## config.mk

```make
export PLATFORM = sky130hd
export DESIGN_NAME = ptn_gen_flat
export DESIGN_NICKNAME = d
export VERILOG_FILES = /design/src/rtl/ptn_gen_if.sv /design/src/rtl/ptn_gen.sv /design/src/flat_wrapper.sv
export SDC_FILE = /design/constraint.sdc
export NUM_CORES = 1
export LEC_CHECK = 0
export BUFFER_PORTS_ARGS = -buffer_cell sky130_fd_sc_hd__buf_2
export CORE_MARGIN = 3
export CORE_UTILIZATION = 55
export CTS_CLUSTER_SIZE = 28
export DETAILED_ROUTE_END_ITERATION = 8
export PLACE_DENSITY = 0.81
export SLEW_MARGIN = 15
export SYNTH_ARGS = -nofsm -noshare
export SYNTH_HDL_FRONTEND = slang
export SYNTH_SLANG_ARGS = --single-unit
```

## constraint.sdc

```tcl
create_clock -name i_pck -period 3.11 [get_ports i_pck]
set_input_delay 0.622 -clock i_pck [delete_from_list [all_inputs] [get_ports i_pck]]
set_output_delay 0.622 -clock i_pck [all_outputs]
set_load 0.005 [all_outputs]
```

## src/rtl/ptn_gen_if.sv

```systemverilog
// ptn_gen_if: sync/enable inputs and pixel outputs of the pattern generator
interface ptn_gen_if;
  logic       i_display_en;
  logic       i_hsync;
  logic       i_vsync;
  logic [2:0] i_ptn_sel;
  logic [3:0] o_vga_r;
  logic [3:0] o_vga_g;
  logic [3:0] o_vga_b;
  logic       o_vga_hsync;
  logic       o_vga_vsync;
  logic       o_vga_de;
  logic [7:0] o_frame_cnt;
  modport master (
    output i_display_en, i_hsync, i_vsync, i_ptn_sel,
    input  o_vga_r, o_vga_g, o_vga_b, o_vga_hsync, o_vga_vsync, o_vga_de, o_frame_cnt
  );
  modport slave (
    input  i_display_en, i_hsync, i_vsync, i_ptn_sel,
    output o_vga_r, o_vga_g, o_vga_b, o_vga_hsync, o_vga_vsync, o_vga_de, o_frame_cnt
  );
endinterface

```

## src/rtl/ptn_gen.sv

```systemverilog
// ptn_gen: eight-pattern video generator with 2-cycle pixel-aligned sync/enable pipeline
module ptn_gen #(
  parameter int H_ACTIVE = 640,
  parameter int V_ACTIVE = 480,
  parameter int BAR_W    = 80,
  parameter int CHK_LOG2 = 5
) (
  input logic       i_pck,
  input logic       i_rst_n,
  ptn_gen_if.slave  bus
);
  localparam logic [9:0] X_LAST = 10'(H_ACTIVE - 1);
  localparam logic [9:0] Y_LAST = 10'(V_ACTIVE - 1);
  localparam logic [6:0] BC_MAX = 7'(BAR_W - 1);
  logic [9:0]  r_xc, r_yc, r_x1, r_y1;
  logic [6:0]  r_bc;
  logic [2:0]  r_bar, r_bar1, r_mode;
  logic        r_de1, r_hs1, r_vs1, r_de2, r_hs2, r_vs2;
  logic [7:0]  r_fc;
  logic [11:0] r_rgb;
  logic        w_vs_fall, w_de_fall, w_grid, w_in_bar;
  logic [9:0]  w_pos;
  logic [11:0] w_rgb;
  // stage-1 enable/vsync double as the previous-value registers for edge detection
  assign w_vs_fall = r_vs1 & ~bus.i_vsync;
  assign w_de_fall = r_de1 & ~bus.i_display_en;
  assign w_pos     = {1'b0, r_fc, 1'b0};
  assign w_in_bar  = (r_x1 >= w_pos) && ({1'b0, r_x1} <= {1'b0, w_pos} + 11'd15);
  assign w_grid    = (r_x1 == 10'd0) || (r_x1 == X_LAST) || (r_y1 == 10'd0) || (r_y1 == Y_LAST) ||
                     (r_x1[5:0] == 6'd0) || (r_y1[5:0] == 6'd0);
  always_comb begin
    w_rgb = 12'h000;
    case (r_mode)
      3'd0: w_rgb = {{4{~r_bar1[1]}}, {4{~r_bar1[2]}}, {4{~r_bar1[0]}}};
      3'd1: w_rgb = {3{r_x1[7:4]}};
      3'd2: w_rgb = (r_x1[CHK_LOG2] ^ r_y1[CHK_LOG2]) ? 12'h000 : 12'hFFF;
      3'd3: w_rgb = w_grid ? 12'hFFF : 12'h004;
      3'd4: w_rgb = w_in_bar ? 12'hFFF : 12'h000;
      3'd5: w_rgb = 12'hF00;
      3'd6: w_rgb = 12'h0F0;
      default: w_rgb = 12'h00F;
    endcase
  end
  always_ff @(posedge i_pck or negedge i_rst_n) begin
    if (!i_rst_n) begin
      r_xc   <= '0;
      r_yc   <= '0;
      r_bc   <= '0;
      r_bar  <= '0;
      r_x1   <= '0;
      r_y1   <= '0;
      r_bar1 <= '0;
      r_de1  <= 1'b0;
      r_hs1  <= 1'b1;
      r_vs1  <= 1'b1;
      r_mode <= '0;
      r_fc   <= '0;
    end else begin
      r_de1  <= bus.i_display_en;
      r_hs1  <= bus.i_hsync;
      r_vs1  <= bus.i_vsync;
      r_x1   <= r_xc;
      r_y1   <= r_yc;
      r_bar1 <= r_bar;
      r_xc   <= bus.i_display_en ? r_xc + 10'd1 : 10'd0;
      r_bc   <= (!bus.i_display_en || r_bc == BC_MAX) ? 7'd0 : r_bc + 7'd1;
      r_bar  <= !bus.i_display_en ? 3'd0 : (r_bc == BC_MAX && r_bar != 3'd7) ? r_bar + 3'd1 : r_bar;
      r_yc   <= w_vs_fall ? 10'd0 : w_de_fall ? r_yc + 10'd1 : r_yc;
      if (w_vs_fall) begin
        r_mode <= bus.i_ptn_sel;
        r_fc   <= r_fc + 8'd1;
      end
    end
  end
  always_ff @(posedge i_pck or negedge i_rst_n) begin
    if (!i_rst_n) begin
      r_rgb <= '0;
      r_de2 <= 1'b0;
      r_hs2 <= 1'b1;
      r_vs2 <= 1'b1;
    end else begin
      r_rgb <= r_de1 ? w_rgb : 12'h000;
      r_de2 <= r_de1;
      r_hs2 <= r_hs1;
      r_vs2 <= r_vs1;
    end
  end
  assign {bus.o_vga_r, bus.o_vga_g, bus.o_vga_b} = r_rgb;
  assign bus.o_vga_de    = r_de2;
  assign bus.o_vga_hsync = r_hs2;
  assign bus.o_vga_vsync = r_vs2;
  assign bus.o_frame_cnt = r_fc;
endmodule

```

## src/flat_wrapper.sv

```systemverilog
// flat-port wrapper written by rule: the top's interface ports become plain ports
module ptn_gen_flat 
#(
  parameter int H_ACTIVE = 640,
  parameter int V_ACTIVE = 480,
  parameter int BAR_W    = 80,
  parameter int CHK_LOG2 = 5
)
  (i_pck, i_rst_n, bus_i_display_en, bus_i_hsync, bus_i_vsync, bus_i_ptn_sel, bus_o_vga_r, bus_o_vga_g, bus_o_vga_b, bus_o_vga_hsync, bus_o_vga_vsync, bus_o_vga_de, bus_o_frame_cnt);
  ptn_gen_if bus_i ();
  input logic i_pck;
  input logic i_rst_n;
  input wire logic [$bits(bus_i.i_display_en)-1:0] bus_i_display_en;
  input wire logic [$bits(bus_i.i_hsync)-1:0] bus_i_hsync;
  input wire logic [$bits(bus_i.i_vsync)-1:0] bus_i_vsync;
  input wire logic [$bits(bus_i.i_ptn_sel)-1:0] bus_i_ptn_sel;
  output wire logic [$bits(bus_i.o_vga_r)-1:0] bus_o_vga_r;
  output wire logic [$bits(bus_i.o_vga_g)-1:0] bus_o_vga_g;
  output wire logic [$bits(bus_i.o_vga_b)-1:0] bus_o_vga_b;
  output wire logic [$bits(bus_i.o_vga_hsync)-1:0] bus_o_vga_hsync;
  output wire logic [$bits(bus_i.o_vga_vsync)-1:0] bus_o_vga_vsync;
  output wire logic [$bits(bus_i.o_vga_de)-1:0] bus_o_vga_de;
  output wire logic [$bits(bus_i.o_frame_cnt)-1:0] bus_o_frame_cnt;
  assign bus_i.i_display_en = bus_i_display_en;
  assign bus_i.i_hsync = bus_i_hsync;
  assign bus_i.i_vsync = bus_i_vsync;
  assign bus_i.i_ptn_sel = bus_i_ptn_sel;
  assign bus_o_vga_r = bus_i.o_vga_r;
  assign bus_o_vga_g = bus_i.o_vga_g;
  assign bus_o_vga_b = bus_i.o_vga_b;
  assign bus_o_vga_hsync = bus_i.o_vga_hsync;
  assign bus_o_vga_vsync = bus_i.o_vga_vsync;
  assign bus_o_vga_de = bus_i.o_vga_de;
  assign bus_o_frame_cnt = bus_i.o_frame_cnt;
  ptn_gen #(.H_ACTIVE(H_ACTIVE), .V_ACTIVE(V_ACTIVE), .BAR_W(BAR_W), .CHK_LOG2(CHK_LOG2)) u_core (.i_pck(i_pck), .i_rst_n(i_rst_n), .bus(bus_i));
endmodule
```

==> out/summary.md, run 1 <==
The run finished with clean final reports. Sequential cells account for 47.2% of the total power. The min-delay analysis places its worst path in the category in -> reg.

After synthesis, the netlist uses 47 different library cells. During synthesis, Yosys emitted a total of 0 warnings. The area inside the core boundary was 6490 µm²; the time the final worst path needs with I/O delays and setup was 2.80 ns. Number of slew-limit violations in the final report: 0. In this run switching power makes up 30.0% of total power. Entering global routing, the biggest net connects 83 pins. In this run, the number of DRC markers left after iteration 0 of detailed routing was 162. 31 I/O pins were placed.

Share of layout cells above drive strength 1: 14.9%. The half-perimeter wire length after detailed placement came out at 4550 µm. The startpoint of the worst-slack reg-to-reg timing path is u_core.bus.o_frame_cnt[0]. The final period utilization works out to 90.1%. The worst setup path is captured at a flip-flop. The remaining number of nets flagged by the antenna check after routing came out at 0. The endpoint of the worst-slack reg-to-reg timing path is u_core.r_rgb[1].

The number of antenna violations at the first check in global routing was 1; the internal reg-to-reg setup slack was 0.31 ns. The tools report the placer congestion estimate as 0.874. In the post-synthesis netlist, the biggest area contributors are dfrtp_1 (52%), ha_1 (8.0%), xnor2_1 (5.6%), dfstp_2 (2.8%), nand2_1 (2.8%). In this run the static leakage power is 2.05 nW.

The power per standard cell area works out to 642 nW/µm². For the worst setup path, the data required time is 3.34 ns. Final hold analysis gives a worst-case slack of 0.360 ns. Setup violations remaining at the end of the flow were counted as 0. TritonCTS built the clock tree. The clock passes through at most 2 buffers. The die is 88.8 µm wide. Input and output buffers added on the ports amount to 30. The total grt overflow came out at 0. The tools report the clock insertion delay at the later pin of the skew report as 0.35 ns. The highest ir drop seen on vdd was 0.000296 V; the post-CTS setup buffer count was 0. Of all flip-flops after synthesis, the portion carrying an async set or reset was 100%.

In this run the worst path has a maximum fanout of 7. For this run, the top clock speed supported by timing is 357 MHz. The standard cell area after detailed placement is 3990 µm².

The area added between synthesis and finish is 11.9%, and the combinational group share of total power is 20.2%. The logic depth of the worst register-to-register path works out to 9. Summing over every cut layer, the via total after detailed routing is 2541.

The floorplan step defined a die boundary enclosing 7890 µm². CTS saw 82 sinks. For this run, the leading register cell type out of synthesis is dfrtp_1. The number of diodes added for antenna fixing was 0; the number of vias per cell was 5.61. Across the run, the number of max-cap violations was 0. The first-pass GRT wire length was 11400 µm; the number of nets produced by synthesis was 368. The internal portion of the total power is 1.90 mW. For the pin with the worst max-slew slack, the measured transition is 0.952 ns.

Setup repair after global routing left no endpoint under its margin. Counting flops with a built-in enable in the synthesized netlist gives 0. For the final core area utilization, the log shows 65.0%.

Category of the worst setup path launch point: a flip-flop. The clock share of power was 32.6%. The run gives 29 as the standard-cell row count. For this run, the detailed router's first-pass iteration total came to 4. For this run, design rule violations remaining after detail routing come to 0. The run gives 6600 µm as the final wirelength. The H-tree generated during clock tree synthesis spans 3 levels. The setup path with the least slack is of type reg -> reg. The sequential fraction of the synthesis area was 54.5%; the total of cells resized after clock tree synthesis was 0. Summed over its instances, the top area cell type makes up 51.7% of the synthesized netlist area.

The worst min-delay path startpoint is bus_i_hsync. The synthesized design contains 82 register bits. The number of global-route vias before repair came out at 2545. Data on the critical path arrives at its endpoint at 3.04 ns.

In this run the clock root is driven by a clkbuf_8. The number of buffers created by CTS was 9. The total track usage was 19.0%. The final net count is 403, and the routed length per placed instance is 14.6 µm. Each instance of the synthesized netlist takes up on average 11.2 µm². Summing every instance area after synthesis gives 3770 µm².

The die height is 88.8 µm. The cell depth of the worst hold path was 1. For this design, the CTS-stage hold fixing added 0 buffers.

For the final routed database, the setup TNS stands at 0 ns. The run gives 437 as the cell total after placement. The final non-filler cell total came out at 453. For the final non-filler cell area, the log shows 4220 µm². Synthesis produced a netlist whose cell count is 336. The hold violation total from the final report is 0, and the worst setup skew after layout is 0.00886 ns. Clock-pin slew was measured on the worst setup and hold paths at 0.09 ns. The run gives 58.1% as the effective utilization at floorplan.

Summed over all instances, the cell type with the most area after synthesis is dfrtp_1. The worst hold path terminates at u_core.r_hs1. Measured against its own limit, the worst slew margin works out to 36.5%. The run gives 0.812 mW as the net switching power figure.
==> cell usage in the layout (no fill, tap or decap), types with 2 or more instances in the layout <==
cell type  instances
o31a_1             3
nand4_1           12
mux2_1             2
clkbuf_8          10
xnor2_1           24
dfrtp_1           78
mux2i_1            3
nor2b_1           11
dfstp_2            4
o21ai_1            4
nand2_1           28
and3_1             6
xor2_1            12
nor2_1            27
a21oi_1           11
buf_4              2
inv_1             11
nand3_1           15
nor3_1             6
buf_2             29
and2_1            10
or4_1              2
bufinv_16          2
a21o_1             4
o21ai_0            3
ha_1              24
a41oi_1            9
==> power by group through the flow <==
stage	Sequential [mW]	Combinational (mW)	Clock, mW
floorplan	1.27	0.389	0
global placement	1.29	0.535	0
detailed placement	1.30	0.546	0
CTS	1.28	0.553	0.901
global route	1.30	0.627	0.946
finish	1.28	0.547	0.883
==> metrics by stage <==
stage               setup WS, ns  total power, mW
finish                     0.308             2.71
detailed placement         0.383             1.84
floorplan                  0.577             1.66
global placement           0.479             1.83
global route               0.162             2.87
CTS                        0.327             2.73
==> critical path, cell delays in order, from the launching register on <==
cell and delay [ns]:
dfrtp_1 0.47, nor3_1 0.40, nor2_1 0.10, xnor2_1 0.15, ha_1 0.33, nand4_1 0.13
o21bai_1 0.20, a221o_1 0.38, and4_1 0.23, o31a_1 0.30
==> layout make-up <==
cell class,instances,area (µm²)
fillers,495,2270
flip-flops and latches,82,2060
multi-input cells,235,1630
repair buffers,31,160
clock buffers,10,138
clock inverters,6,96.3
well taps,77,96.3
inverters,12,45.0
==> worst max-delay path by stage <==
stage,start,to,slack (ns),cells past startpoint
2_1_floorplan,u_core.bus.o_frame_cnt[0],u_core.r_rgb[0],0.58,11
6_report,u_core.bus.o_frame_cnt[0],u_core.r_rgb[1],0.31,9
3_3_place_gp,u_core.bus.o_frame_cnt[0],u_core.r_rgb[0],0.48,9
4_1_cts,u_core.bus.o_frame_cnt[0],u_core.r_rgb[1],0.33,9
5_1_grt,u_core.bus.o_frame_cnt[0],u_core.r_rgb[6],0.16,10
3_5_place_dp,u_core.bus.o_frame_cnt[0],u_core.r_rgb[1],0.38,9
==> layer usage <==
metal / up-vias / routed length (µm) / GRT usage [%]
li1: 1244 / - / -
met2: 54 / 3050 / 29.5
met1: 1226 / 3050 / 24.1
met4: 2 / 122 / 8.24
met5: - / 13 / 0
met3: 15 / 364 / 6.42
==> registers in the layout, summed over array words and instances, names as in the netlist <==
name / cells
u_core.r_rgb: 12
u_core.r_x1: 10
u_core.r_xc: 10
u_core.r_y1: 10
u_core.r_yc: 10
u_core.bus.o_frame_cnt: 8
u_core.r_bc: 7
u_core.r_bar1: 3
u_core.r_bar: 3
u_core.r_mode: 3
u_core.bus.o_vga_de: 1
u_core.bus.o_vga_hsync: 1
u_core.bus.o_vga_vsync: 1
u_core.r_de1: 1
u_core.r_hs1: 1
u_core.r_vs1: 1
==> cell families (layout without fill, tap and decap cells) <==
logic type / count (synthesis) / count (layout) / share of synthesized area (%)
adders and majority gates: 24 / 24 / 7.96
DFF: 82 / 82 / 54.5
muxes: 5 / 5 / 1.39
buffers and inverters: 19 / 59 / 2.32
xor gates and xnor gates: 36 / 36 / 8.36
AOI/OAI and AO/OA: 44 / 44 / 8.42
and+or+nand+nor: 126 / 126 / 17.0
==> Yosys cell counts (2+ instances only) <==
cell type  instances
mux2i_1            3
and3_1             6
a21oi_1           11
or4_1              2
dfstp_2            4
and2_1            10
buf_1              2
nor3_1             6
clkbuf_1           3
a41oi_1            9
o21ai_1            4
nor2_1            27
nand2_1           28
mux2_1             2
xor2_1            12
o21ai_0            3
nand4_1           12
inv_1             11
nor2b_1           11
dfrtp_1           78
nand3_1           15
ha_1              24
xnor2_1           24
a21o_1             4
o31a_1             3
Power figures use the tool's default switching activity.
==> run 2, diff against run 1 <==
--- a/config.mk
+++ b/config.mk
@@ -10,6 +10,7 @@
 export CORE_UTILIZATION = 55
 export CTS_CLUSTER_SIZE = 28
 export DETAILED_ROUTE_END_ITERATION = 8
+export GPL_TIMING_DRIVEN = 0
 export PLACE_DENSITY = 0.81
 export SLEW_MARGIN = 15
 export SYNTH_ARGS = -nofsm -noshare
==> run 2 against run 1 <==
Register-to-register slack got worse by 0.04 ns. Die area unchanged. Global-route usage up 0.24 points. Non-clock buffer count increased by 7. Highest routed layer is now met4.
==> out/summary.md, run 2 (same netlist as run 1, synthesis figures left out) <==
The proportion of total power due to net switching is 29.8%. The logs give 3.37 ns for the worst path required time and 11500 µm for the first-pass GRT wire length. The most common cell after layout, fill and taps aside is dfrtp_1. Global routing consumed, on the met3 layer, 5.49% of the routing resources. Port buffering added 30 buffers. The die covers 7890 µm². The hold buffer count at CTS came out at 0. In the layout the commonest cells are dfrtp_1 (78), buf_2 (29), nand2_1 (28).

Derived from the worst setup path, the maximum achievable clock frequency is 352 MHz. The critical-path cell with the highest stage delay is dfrtp_1. Once the clock tree was built, the setup fixing pass inserted 0 buffers. Setup repair after global routing left no endpoint under its margin. The total track usage came out at 19.2%. Entering global routing, the biggest net connects 43 pins. The critical path contains buffers and inverters numbering 0 combined. Using the TritonRoute via totals, the vias-per-cell ratio works out to 5.55. The class of the tightest hold or removal check is in -> async. Once the clock tree was built, the resizer swapped 0 gates to a different size. Hold violation total from the final report: 0. The largest single stage delay on the critical path is 0.47 ns. The TritonCTS sink count is 82, and the worst-path maximum fanout is 8.

The remaining number of nets flagged by the antenna check after routing is 0, and the layout filler cell count is 510. Critical path arrival: 3.10 ns. By startpoint and endpoint, the worst setup path is classified as reg -> reg. During I/O placement, the number of pins put on the boundary was 31. The flow ran to the end, and the final reports show no timing, DRC or antenna violations.

The run gives 0 as the detailed-route DRC error count. The area added between synthesis and finish works out to 13.3%. The die is 88.8 µm wide. For this run, the share of the core covered by cells in the final layout is 65.8%. In the final layout, flip-flops and latches occupy 2060 µm². The initialized floorplan defines 29 standard-cell rows. The combinational group share of total power is 21.5%. The clock passes through at most 2 buffers. The clock network is responsible for 32.2% of the overall power. In this run the static leakage power is 2.09 nW. Headroom to the max-slew limit came out at 64.0%. The clock transition time at the flip-flop clock pins of the worst setup and hold paths works out to 0.08 ns. The logs give 46.2% for the sequential share of power and 4 for the length of the first detailed-routing pass in iterations. The worst path needs 2.84 ns of the cycle, external delays included. Between clock sinks in the finished design, the worst skew comes to 0.00751 ns. The most heavily used metal layer in global routing was met2.

For met1 alone, demand over resource in global routing was 26.2%. The net switching power figure came out at 0.813 mW. STA classifies the critical path endpoint as a flip-flop. The number of antenna diodes in the final layout is 0.

Setup violations remaining at the end of the flow were counted as 0. The clock insertion delay at the later pin of the skew report is 0.35 ns. The area inside the core boundary is 6490 µm². The half-perimeter wire length after detailed placement was 4770 µm. In this run the vertical extent of the chip is 88.8 µm. The combined area of the multi-input logic cells came out at 1630 µm². The cell sitting at the root of the clock tree is a clkbuf_8.

TritonCTS built the clock tree. Global routing finished with a remaining overflow of 0. For the setup total negative slack, the log shows 0 ns. Final period utilization: 91.3%. For the effective utilization at floorplan, the log shows 58.1%. At the end of routability-driven placement, the weighted congestion stood at 0.815. The tools report the final net count as 410. The tools report the total number of H-tree levels as 3. The number of global-route vias before repair is 2487, and the power per standard cell area is 637 nW/µm². Summed over all layers, the routed wires come to 6560 µm.

The critical path goes through nor3_1, nor2_1, xnor2_1, ha_1, a21o_1, a21oi_1, o211a_1, a221o_1, nand4_1, a41oi_1. At the pin with the least slew margin, the transition time is 0.539 ns. The run gives 0 as the number of slew-limit violations in the final report. Clock tree synthesis inserted a total of 9 buffers.

Of the cells placed in the final design, the portion with a size suffix greater than 1 is 14.9%. Total via count after detailed routing: 2555. Cell family with the largest share of critical-path delay: compound AO/OA/AOI/OAI gates.

The tools report the number of violations of the max-capacitance limit as 0. Ranked by flip-flop count, first place goes to u_core.r_rgb. The number of antenna violations at the first check in global routing was 0; the flip-flop count of the largest register after layout was 12. Global routing consumed, on the met2 layer, 29.4% of the routing resources.

The detailed router finished its first iteration with 94 violations. IR analysis of the VDD net gives a maximum drop of 0.000291 V. The category of the worst setup path launch point was a flip-flop. The internal power was 1.91 mW; the routed length per placed instance was 14.3 µm.
run 2: cell count changes in the layout (fill, tap and decap cells not counted), sizes merged:
cell	before	now
inv	14	15
clkbuf	10	13
clkinv	1	0
buf	31	34
dlymetal6s2s	0	1
run 2: worst paths after layout:
path | end | cells after the start | slack [ns] | from
worst max-delay path | u_core.r_rgb[5] | 10 | 0.27 | u_core.bus.o_frame_cnt[0]
worst min-delay path | u_core.bus.o_frame_cnt[6] | 1 | 0.25 | i_rst_n
worst max register to register | u_core.r_rgb[5] | 10 | 0.27 | u_core.bus.o_frame_cnt[0]
worst min register to register | u_core.bus.o_vga_hsync | 0 | 0.36 | u_core.r_hs1
max in group asynchronous | u_core.bus.o_vga_hsync | 2 | 2.22 | i_rst_n
min in group i_pck | u_core.bus.o_vga_hsync | 0 | 0.36 | u_core.r_hs1
run 2: layout make-up:
cell class                 count  share of cell area (%)
buffer                         7                   0.995
clock buffer                  10                    3.22
clock inverter                 6                    2.25
inverter                      12                    1.05
multi-input combinational    235                    38.1
sequential                    82                    48.1
tap                           77                    2.25
timing repair buffer          31                    4.04
run 2: metal layers:
layer,routed length [µm],vias to the layer above
met2,3090,71
met1,3120,1215
met4,74,0
met5,0,-
met3,280,8
li1,-,1261
run 2: metrics by stage:
step | power [mW] | std cells | cell area (µm²) | setup WS (ns) | hold WS [ns]
floorplan | 1.66 | 336 | 3770 | 0.577 | 0.326
global placement | 1.83 | 443 | 4020 | 0.323 | 0.346
detailed placement | 1.86 | 444 | 4040 | 0.298 | 0.353
CTS | 2.76 | 460 | 4280 | 0.278 | 0.250
global route | 2.91 | 460 | 4280 | 0.0133 | 0.253
finish | 2.72 | 460 | 4280 | 0.271 | 0.246
run 2: power by group through the flow:
| stage | clock, mW | combinational, mW | sequential, mW |
|---|---|---|---|
| 2_1_floorplan | 0 | 0.389 | 1.27 |
| 3_3_place_gp | 0 | 0.559 | 1.27 |
| 3_5_place_dp | 0 | 0.580 | 1.28 |
| 4_1_cts | 0.908 | 0.589 | 1.26 |
| 5_1_grt | 0.959 | 0.673 | 1.28 |
| 6_report | 0.878 | 0.587 | 1.26 |
==> run 3, diff against run 2 <==
--- a/config.mk
+++ b/config.mk
@@ -6,12 +6,12 @@
 export NUM_CORES = 1
 export LEC_CHECK = 0
 export BUFFER_PORTS_ARGS = -buffer_cell sky130_fd_sc_hd__buf_2
-export CORE_MARGIN = 3
-export CORE_UTILIZATION = 55
+export CORE_UTILIZATION = 59
 export CTS_CLUSTER_SIZE = 28
 export DETAILED_ROUTE_END_ITERATION = 8
 export GPL_TIMING_DRIVEN = 0
-export PLACE_DENSITY = 0.81
+export PLACE_DENSITY = 0.86
+export REMOVE_ABC_BUFFERS = 1
 export SLEW_MARGIN = 15
 export SYNTH_ARGS = -nofsm -noshare
 export SYNTH_HDL_FRONTEND = slang
==> run 3 against run 2 <==
Non-clock buffer count down 7. Clock skew rose by 0.0027 ns. Sequential power barely moved. Total power down 2.8%. Cell count shrank 2.0%. Via count shrank 0.12%. Wire length grew 3.9%. Sequential share of layout area grew 0.69 points. Clock-buffer cell count stayed put.
==> out/summary.md, run 3 (same netlist as run 1, synthesis figures left out) <==
STA classifies the critical path endpoint as a flip-flop. Length of the first detailed-routing pass in iterations: 4. The count of nets left with antenna violations once routing finished came out at 0.

TritonCTS built the clock tree. Measured against its own limit, the worst slew margin works out to 42.0%. Number of buffers created by CTS: 9. The class of the tightest hold or removal check was in -> async. The run gives 3.36 ns as the worst path required time. The tools report the number of slew-limit violations in the final report as 0. The floorplan has 28 rows.

The H-tree was split into 3 levels. The first global-routing pass estimated 11300 µm of wire. Clock-pin slew was measured on the worst setup and hold paths at 0.09 ns. The pin slew with the least headroom to its limit works out to 0.865 ns. Setup repair after global routing left no endpoint under its margin.

The number of global-route vias before repair came out at 2495. In the routed design, unresolved DRC markers number 0. Overall power consumption after layout is estimated at 2.65 mW. Dividing the detail-routed wire length by the instance count gives 15.1 µm. The final layout contains routed wiring with a total length of 6820 µm. On the final layout, the worst clock skew is 0.0102 ns.

On the worst path, the slowest cell contributes a delay of 0.49 ns. In the final layout, the share of cells above drive strength 1 is 15.4%. The floorplan step defined a die boundary enclosing 6720 µm². Final period utilization: 90.6%.

In the layout the commonest cells are dfrtp_1 (78), buf_2 (29), nand2_1 (28). The area added between synthesis and finish works out to 11.7%. The cell total after placement came out at 435.

The clock reaches the later pin of the worst-skew pair after 0.35 ns. Based on the critical path, the design can be clocked at up to 355 MHz. For this design, the slowest cell found on the critical path is dfrtp_1. The tools report the cell at the root of the clock tree as clkbuf_8. The post-CTS setup buffer count is 0.

The finished layout holds 451 standard cells, fillers aside. The die is 82.0 µm wide. For the I/O pin count, the log shows 31. The hold buffer count at CTS is 0.

For this configuration, the core starts out at a cell density of 62.3%. The number of vias per cell came out at 5.66. Leaving out fill and tap cells, the most frequent cell in the layout is dfrtp_1. Register name with the most flops: u_core.r_rgb. Category of the worst setup path launch point: a flip-flop.

The logs give 0 for the number of diodes added for antenna fixing and 0 for the total grt overflow. The worst register-to-register path begins at u_core.bus.o_frame_cnt[0]. The category of the most critical setup path is reg -> reg. Of all nets on the critical path, the largest fanout is 8. The run gives 2 as the maximum clock path buffer count. The register with the most flip-flops in the layout has 12 of them. The final layout contains 403 nets. For this run, the total global-route usage over all layers was measured as 23.0%. Max-cap violations in this run came to 0.

The clock period could shrink to 2.82 ns. For this design, the sink count on the clock tree is 82. Layout filler cell count: 427. Walking the worst path, the cells encountered are inv_1, ha_1, nand2_1, nand4_1, xnor2_1, ha_1, a21o_1, a21oi_1, o211a_1, a221o_1, nand4_1, a41oi_1. Static leakage: 2.05 nW. The die height works out to 82.0 µm. Endpoint of the worst-slack reg-to-reg timing path: u_core.r_rgb[8]. The run finished with clean final reports.

For the worst flop-to-flop path, the logic depth is 12. The logs give 0 for the total of endpoints with negative setup slack in the final report and 44 for the pin count of the biggest net entering global routing. Once detailed placement completed, the half-perimeter wirelength came to 4710 µm. Power spread over the standard cell area amounts to 628 nW/µm². The hold violation total from the final report is 0. The congestion estimate from routability-driven global placement came to 0.826.

The number of buffer cells added on primary ports was 30. Across the VDD grid, the largest voltage drop is 0.000410 V. The final route contains 2552 vias.

The number of antenna violations at the first check in global routing was 0. For the area inside the core boundary, the log shows 6060 µm². Across all register-to-register paths, the minimum setup slack is 0.29 ns. At the worst endpoint, the arrival time is 3.07 ns.

The setup total negative slack is 0 ns, and the number of design-rule violations left by the first detailed-router iteration is 115.
[run 3: routing by layer]
metal / GRT usage, % / vias to the layer above / wire length [µm]
met3: 7.00 / 18 / 270
met1: 28.3 / 1220 / 3070
li1: - / 1249 / -
met5: 0 / - / 0
met2: 36.4 / 65 / 3290
met4: 11.8 / 0 / 191
[run 3: layout make-up]
class / instances / area (µm²) / area share (%)
repair buffers: 31 / 173 / 4.09
flip-flops and latches: 82 / 2060 / 48.8
clock buffers: 10 / 138 / 3.26
well taps: 75 / 93.8 / 2.23
inverters: 12 / 45.0 / 1.07
clock inverters: 6 / 73.8 / 1.75
multi-input cells: 235 / 1640 / 38.8
[run 3: how the worst max path moves through the flow]
stage	to	slack, ns	cells after the start	startpoint
6_report	u_core.r_rgb[8]	0.29	12	u_core.bus.o_frame_cnt[0]
5_1_grt	u_core.r_rgb[9]	0.03	12	u_core.bus.o_frame_cnt[0]
4_1_cts	u_core.r_rgb[8]	0.25	10	u_core.bus.o_frame_cnt[0]
3_5_place_dp	u_core.r_rgb[8]	0.25	10	u_core.bus.o_frame_cnt[0]
3_3_place_gp	u_core.r_yc[9]	0.22	7	bus_i_vsync
2_1_floorplan	u_core.r_rgb[0]	0.58	11	u_core.bus.o_frame_cnt[0]
[run 3: through the flow]
stage	util (%)	hold WS (ns)	worst slack [ns]	instance area [µm²]
2_1_floorplan	-	0.326	0.579	3730
3_3_place_gp	65.6	0.346	0.221	3980
3_5_place_dp	66.0	0.353	0.253	4000
4_1_cts	69.5	0.246	0.246	4210
5_1_grt	69.6	0.258	0.0291	4220
6_report	69.6	0.244	0.293	4220
[run 3: power breakdown]
part	internal [mW]	total (mW)	switching, mW
Combinational	0.257	0.565	0.308
Clock	0.402	0.799	0.397
Sequential	1.16	1.28	0.121
[run 3: critical path: cells and delay by family, from the launching register on]
kind | cells | cell delay (ns)
compound gates | 5 | 1.02
simple gates | 3 | 0.53
flops | 1 | 0.49
fa+ha+maj | 2 | 0.42
xor+xnor | 1 | 0.16
buf+inv | 1 | 0.12
[run 3: what timing repair did]
item                                    in CTS  in global routing
hold endpoints to repair                     0                  0
endpoints found under the setup margin       0                  5
gates resized for setup                      0                  1
